--- config.mk ---
export PLATFORM = sky130hd
export DESIGN_NAME = lii_rr_dispatch_flat
export DESIGN_NICKNAME = d
export VERILOG_FILES = /design/src/rtl/lii_pkg.sv /design/src/rtl/lii_rr_dispatch_if.sv /design/src/rtl/lii_rr_ptr.sv /design/src/rtl/lii_rr_dispatch.sv /design/src/flat_wrapper.sv
export SDC_FILE = /design/constraint.sdc
export NUM_CORES = 1
export LEC_CHECK = 0
export BUFFER_PORTS_ARGS = -buffer_cell sky130_fd_sc_hd__buf_4
export CORE_MARGIN = 10
export CORE_UTILIZATION = 40
export DETAILED_ROUTE_END_ITERATION = 8
export PLACE_DENSITY = 0.78
export SYNTH_ARGS = -nofsm -noshare
export SYNTH_HDL_FRONTEND = slang
export SYNTH_SLANG_ARGS = --single-unit
--- constraint.sdc ---
create_clock -name clk -period 2.2 [get_ports clk]
set_clock_uncertainty 0.05 [all_clocks]
set_input_delay 0.11 -clock clk [delete_from_list [all_inputs] [get_ports clk]]
set_output_delay 0.11 -clock clk [all_outputs]
set_load 0.05 [all_outputs]
--- src/rtl/lii_pkg.sv ---
// Shared types and helpers for the LII dispatcher and arbiter blocks.
package lii_pkg;

    typedef enum logic {
        EMPTY = 1'b0,
        FULL  = 1'b1
    } disp_state_e;

    // Pointer width for an N-entry index, never narrower than one bit.
    function automatic int unsigned ptr_w(input int unsigned n);
        return (n <= 1) ? 1 : $clog2(n);
    endfunction

endpackage

--- src/rtl/lii_rr_dispatch_if.sv ---
// Upstream/downstream handshake bundle for lii_rr_dispatch.
interface lii_rr_dispatch_if #(
    parameter int unsigned N = 4,
    parameter int unsigned W = 32
);
    import lii_pkg::*;

    localparam int unsigned PW = ptr_w(N);

    logic          s_valid;
    logic [W-1:0]  s_data;
    logic          s_ready;
    logic [N-1:0]  m_valid;
    logic [W-1:0]  m_data;
    logic [N-1:0]  m_ready;
    logic [PW-1:0] tgt;

    modport slave (
        input  s_valid, s_data, m_ready,
        output s_ready, m_valid, m_data, tgt
    );

    modport master (
        output s_valid, s_data, m_ready,
        input  s_ready, m_valid, m_data, tgt
    );

endinterface

--- src/rtl/lii_rr_ptr.sv ---
// Modulo-N pointer that steps by one when adv_i is high.
module lii_rr_ptr
    import lii_pkg::*;
#(
    parameter int unsigned N = 4
) (
    input  logic                      clk,
    input  logic                      rst,
    input  logic                      adv_i,
    output logic [ptr_w(N)-1:0]       ptr_o
);

    localparam int unsigned PW = ptr_w(N);

    logic [PW-1:0] ptr_q, ptr_d;

    always_comb begin
        ptr_d = ptr_q;
        if (adv_i) begin
            ptr_d = (ptr_q == PW'(N - 1)) ? '0 : ptr_q + PW'(1);
        end
    end

    always_ff @(posedge clk) begin
        if (rst) begin
            ptr_q <= '0;
        end else begin
            ptr_q <= ptr_d;
        end
    end

    assign ptr_o = ptr_q;

endmodule

--- src/rtl/lii_rr_dispatch.sv ---
// One-word buffer dispatching each word to downstream ports in round-robin order.
// Optional stall retarget enabled by defining LII_RR_DISPATCH_RETARGET_EN.
module lii_rr_dispatch
    import lii_pkg::*;
#(
    parameter int unsigned N   = 4,
    parameter int unsigned W   = 32,
    parameter int unsigned TMO = 15
) (
    input  logic               clk,
    input  logic               rst,
    lii_rr_dispatch_if.slave   bus
);

    localparam int unsigned PW = ptr_w(N);

    disp_state_e   state_q, state_d;
    logic [W-1:0]  data_q, data_d;
    logic [PW-1:0] tgt_q;
    logic [N-1:0]  m_vld;
    logic          fire;
    logic          s_rdy;
    logic          s_xfer;
    logic          retarget;

    // Valid is decoded only from registered state, never from m_ready.
    assign m_vld  = (state_q == FULL) ? (N'(1) << tgt_q) : '0;
    assign fire   = |(m_vld & bus.m_ready);
    assign s_rdy  = !rst && ((state_q == EMPTY) || fire);
    assign s_xfer = bus.s_valid && s_rdy;

    always_comb begin
        state_d = state_q;
        data_d  = data_q;
        if (s_xfer) begin
            state_d = FULL;
            data_d  = bus.s_data;
        end else if (fire) begin
            state_d = EMPTY;
        end
    end

    always_ff @(posedge clk) begin
        if (rst) begin
            state_q <= EMPTY;
            data_q  <= '0;
        end else begin
            state_q <= state_d;
            data_q  <= data_d;
        end
    end

`ifdef LII_RR_DISPATCH_RETARGET_EN
    localparam int unsigned CW = ptr_w(TMO);

    logic [CW-1:0] stall_q, stall_d;

    // The TMO-th consecutive stalled cycle moves the word on; a fire in that cycle wins.
    always_comb begin
        retarget = 1'b0;
        stall_d  = stall_q + CW'(1);
        if ((state_q != FULL) || fire) begin
            stall_d = '0;
        end else if (stall_q == CW'(TMO - 1)) begin
            retarget = 1'b1;
            stall_d  = '0;
        end
    end

    always_ff @(posedge clk) begin
        if (rst) begin
            stall_q <= '0;
        end else begin
            stall_q <= stall_d;
        end
    end
`else
    assign retarget = 1'b0;

    // TMO only matters when stall retarget is compiled in.
    if (TMO == 0) begin : g_tmo_ignored
    end
`endif

    lii_rr_ptr #(.N(N)) u_ptr (
        .clk   (clk),
        .rst   (rst),
        .adv_i (fire || retarget),
        .ptr_o (tgt_q)
    );

    assign bus.s_ready = s_rdy;
    assign bus.m_valid = m_vld;
    assign bus.m_data  = data_q;
    assign bus.tgt     = tgt_q;

endmodule

--- src/flat_wrapper.sv ---
// flat-port wrapper written by rule: the top's interface ports become plain ports
module lii_rr_dispatch_flat import lii_pkg::*;
#(
    parameter int unsigned N   = 4,
    parameter int unsigned W   = 32,
    parameter int unsigned TMO = 15
)
  (clk, rst, bus_s_valid, bus_s_data, bus_m_ready, bus_s_ready, bus_m_valid, bus_m_data, bus_tgt);
  lii_rr_dispatch_if #(.N(N), .W(W)) bus_i ();
  input  logic clk;
  input  logic rst;
  input wire logic [$bits(bus_i.s_valid)-1:0] bus_s_valid;
  input wire logic [$bits(bus_i.s_data)-1:0] bus_s_data;
  input wire logic [$bits(bus_i.m_ready)-1:0] bus_m_ready;
  output wire logic [$bits(bus_i.s_ready)-1:0] bus_s_ready;
  output wire logic [$bits(bus_i.m_valid)-1:0] bus_m_valid;
  output wire logic [$bits(bus_i.m_data)-1:0] bus_m_data;
  output wire logic [$bits(bus_i.tgt)-1:0] bus_tgt;
  assign bus_i.s_valid = bus_s_valid;
  assign bus_i.s_data = bus_s_data;
  assign bus_i.m_ready = bus_m_ready;
  assign bus_s_ready = bus_i.s_ready;
  assign bus_m_valid = bus_i.m_valid;
  assign bus_m_data = bus_i.m_data;
  assign bus_tgt = bus_i.tgt;
  lii_rr_dispatch #(.N(N), .W(W), .TMO(TMO)) u_core (.clk(clk), .rst(rst), .bus(bus_i));
endmodule
==> results.sh <==
export IMPL_power_leakage_nw=1.080
export IMPL_die_area_um2=5901
export IMPL_hold_path_class="in -> reg"
export IMPL_drive_gt1_share_pct=42.52
export IMPL_slew_viol_final=0
export IMPL_cts_tree="built"
export IMPL_powerDensity_nw_per_um2=758.5
export IMPL_rows=20
export IMPL_antennaDiodeCount=0
export IMPL_crit_required_ps=2040
export IMPL_path_class="reg -> out"
export IMPL_vdd_drop_max_v=0.0004424
export IMPL_finalHoldWorstSlack_ps=96.53
export IMPL_cp_end_kind="primary output"
export IMPL_wl_per_cell_um=17.88
export IMPL_setup_violations=0
export IMPL_hpwlAfterDp_um=3024
export IMPL_drt_iter0_drc=84
export IMPL_multi_input_area_um2=535.5
export IMPL_place_worst_setup_slack_ps=-89.38
export IMPL_viasPerCell=5.047
export IMPL_path_cells="inv_1, ha_1, a22oi_2, a31oi_1, buf_4"
export IMPL_critPathArrivalTime_ps=1930
export IMPL_grt_pass1_vias=1395
export IMPL_portBuffers=77
export IMPL_max_stage_delay_ps=480
export IMPL_worstMarginPinSlew_ps=778.3
export IMPL_ant_nets=0
export IMPL_grt_max_degree=33
export IMPL_crit_slowest_cell="a22oi_2"
export IMPL_insertion_delay_ps=340
export IMPL_post_route_drc_count=0
export IMPL_ff2ff_path_depth=5
export IMPL_hold_viol=0
export IMPL_grt_pass1_wl_um=7521
export IMPL_antenna_found_initial=0
export IMPL_clkTransAtPathRegs_ps=100
export IMPL_place_area_um2=1848
export IMPL_start_util_pct=41.95
export IMPL_cts_buffer_depth=2
export IMPL_finalCritPeriodShare_pct=94.90
export IMPL_overflow=0
export IMPL_grt_usage_pct=15.76
export IMPL_die_h_um=76.82
export IMPL_clock_sinks=35
export IMPL_post_route_min_period_ps=2088
export IMPL_wl_um=4613
export IMPL_synth_avg_cell_area_um2=12.54
export IMPL_die_width_um=76.82
export IMPL_status="completed"
export IMPL_critPathTopFamily="compound AO/OA/AOI/OAI gates"
export IMPL_cts_max_level=2
export IMPL_maxClockFrequency_mhz=479.0
export IMPL_postCtsSetupRepairBufs=0
export IMPL_seqCellArea_um2=701.9
export IMPL_nets=256
export IMPL_syn_num_nets=146
export IMPL_cp_depth=5
export IMPL_syn_to_final_growth_pct=79.75
export IMPL_layout_commonest_cell="buf_4"
export IMPL_cp_num_buf_inv=2
export IMPL_ioPinCount=78
export IMPL_slew_headroom_pct=48.11
export IMPL_root_buffer="clkbuf_4"
export IMPL_setup_tns_ps=0
export IMPL_fill_cells=197
export IMPL_vias=1302
export IMPL_stdcell_area_um2=2321
export IMPL_coreArea_um2=3078
export IMPL_ys_seq_area_share_pct=54.26
export IMPL_rsz0062_at_grt="false"
export IMPL_syn_cell_area_um2=1291
export IMPL_yosysWarnings=0
export IMPL_ys_types=20
export IMPL_cts_buffers=5
export IMPL_final_cell_mix="buf_4, a22o_1, dfxtp_1, dlygate4sd3_1, clkbuf_4"
export IMPL_place_congestion=0.8036
export IMPL_timing_final_ws_setup_ps=112.1
export IMPL_drtPass1Iterations=4
export IMPL_synth_cells=103
export IMPL_hold_path_cell_count=3
export IMPL_cp_start_kind="flip-flop"
export IMPL_max_cap_viol_count=0
export IMPL_path_max_fanout=6
export IMPL_ys_ff_latch=35
-- power breakdown --
part           leakage [nW]  internal, mW  switching, mW
clock                0.0514         0.353          0.222
combinational         0.740         0.191          0.281
sequential            0.289         0.681         0.0325
-- cell type report --
cell class,instances,share of cell area (%)
timing repair buffer,110,39.14
sequential,35,30.24
multi-input combinational,57,23.07
clock inverter,3,2.911
tap,44,2.372
clock buffer,5,1.617
inverter,4,0.6469
-- tightest hold or removal path, delay by kind of cell --
kind	cells	cell delay, ps
AOI/OAI and AO/OA	1	150
buffers and inverters	2	200
-- cells by family (layout without fill, tap and decap cells) --
logic type | after synthesis | in the layout | synth area share [%]
simple gates | 7 | 7 | 3.003
compound gates | 45 | 46 | 31.78
flops | 35 | 35 | 54.26
fa+ha+maj | 4 | 4 | 3.876
buf+inv | 12 | 122 | 7.072
-- timing repair --
item                                    CTS  global route
cloned                                    1             0
hold endpoints to repair                 33             0
gates resized for setup                   1             2
endpoints found under the setup margin   32            33
pin swaps                                 1             1
hold buffers                             33             0
-- layer usage --
metal  vias to the layer above  track usage (%)  routed length, µm  share of wire (%)
met2                        53            27.57               2393                 52
met5                         -                0                  0                  0
met3                        12            5.245                339                7.3
met1                       614            16.58               1769                 38
met4                         0            7.435                110                2.4
li1                        623                -                  -                  -
-- metrics by stage --
step / cells / power [mW] / util, %
5_1_grt: 258 / 1.832 / 75.41
3_5_place_dp: 216 / 1.137 / 60.04
3_3_place_gp: 216 / 1.130 / 60.04
6_report: 258 / 1.761 / 75.41
4_1_cts: 258 / 1.765 / 75.04
2_1_floorplan: 103 / 0.9951 / -
-- Yosys cell counts --
cell type | number | area share (%)
and2_1 | 4 | 1.9
o31ai_1 | 2 | 1.2
a21oi_1 | 1 | 0.39
a22oi_2 | 2 | 1.9
a41o_2 | 1 | 0.87
a22o_1 | 34 | 23
a31oi_1 | 1 | 0.48
a311oi_4 | 1 | 2.0
nor2_1 | 1 | 0.29
o2111ai_1 | 1 | 0.68
inv_1 | 4 | 1.2
o211ai_1 | 1 | 0.58
buf_6 | 6 | 5.2
dfxtp_1 | 35 | 54
buf_2 | 1 | 0.39
nand3_1 | 1 | 0.39
nor3_1 | 1 | 0.39
clkbuf_1 | 1 | 0.29
a21boi_0 | 1 | 0.58
ha_1 | 4 | 3.9
-- sequential cells by signal, summed over array words and instances (netlist names) --
register	count
u_core.bus.m_data	32
u_core.state_q	1
u_core.u_ptr.ptr_o	2
-- final timing paths --
kind	slack [ps]	end	start
worst min-delay path	100	u_core.state_q	bus_s_valid
worst max-delay path	110	bus_s_ready	u_core.u_ptr.ptr_o[1]
worst max register to register	150	u_core.bus.m_data[12]	u_core.u_ptr.ptr_o[1]
worst min register to register	440	u_core.bus.m_data[23]	u_core.bus.m_data[23]
No activity file was read; power rests on OpenSTA's default activity.
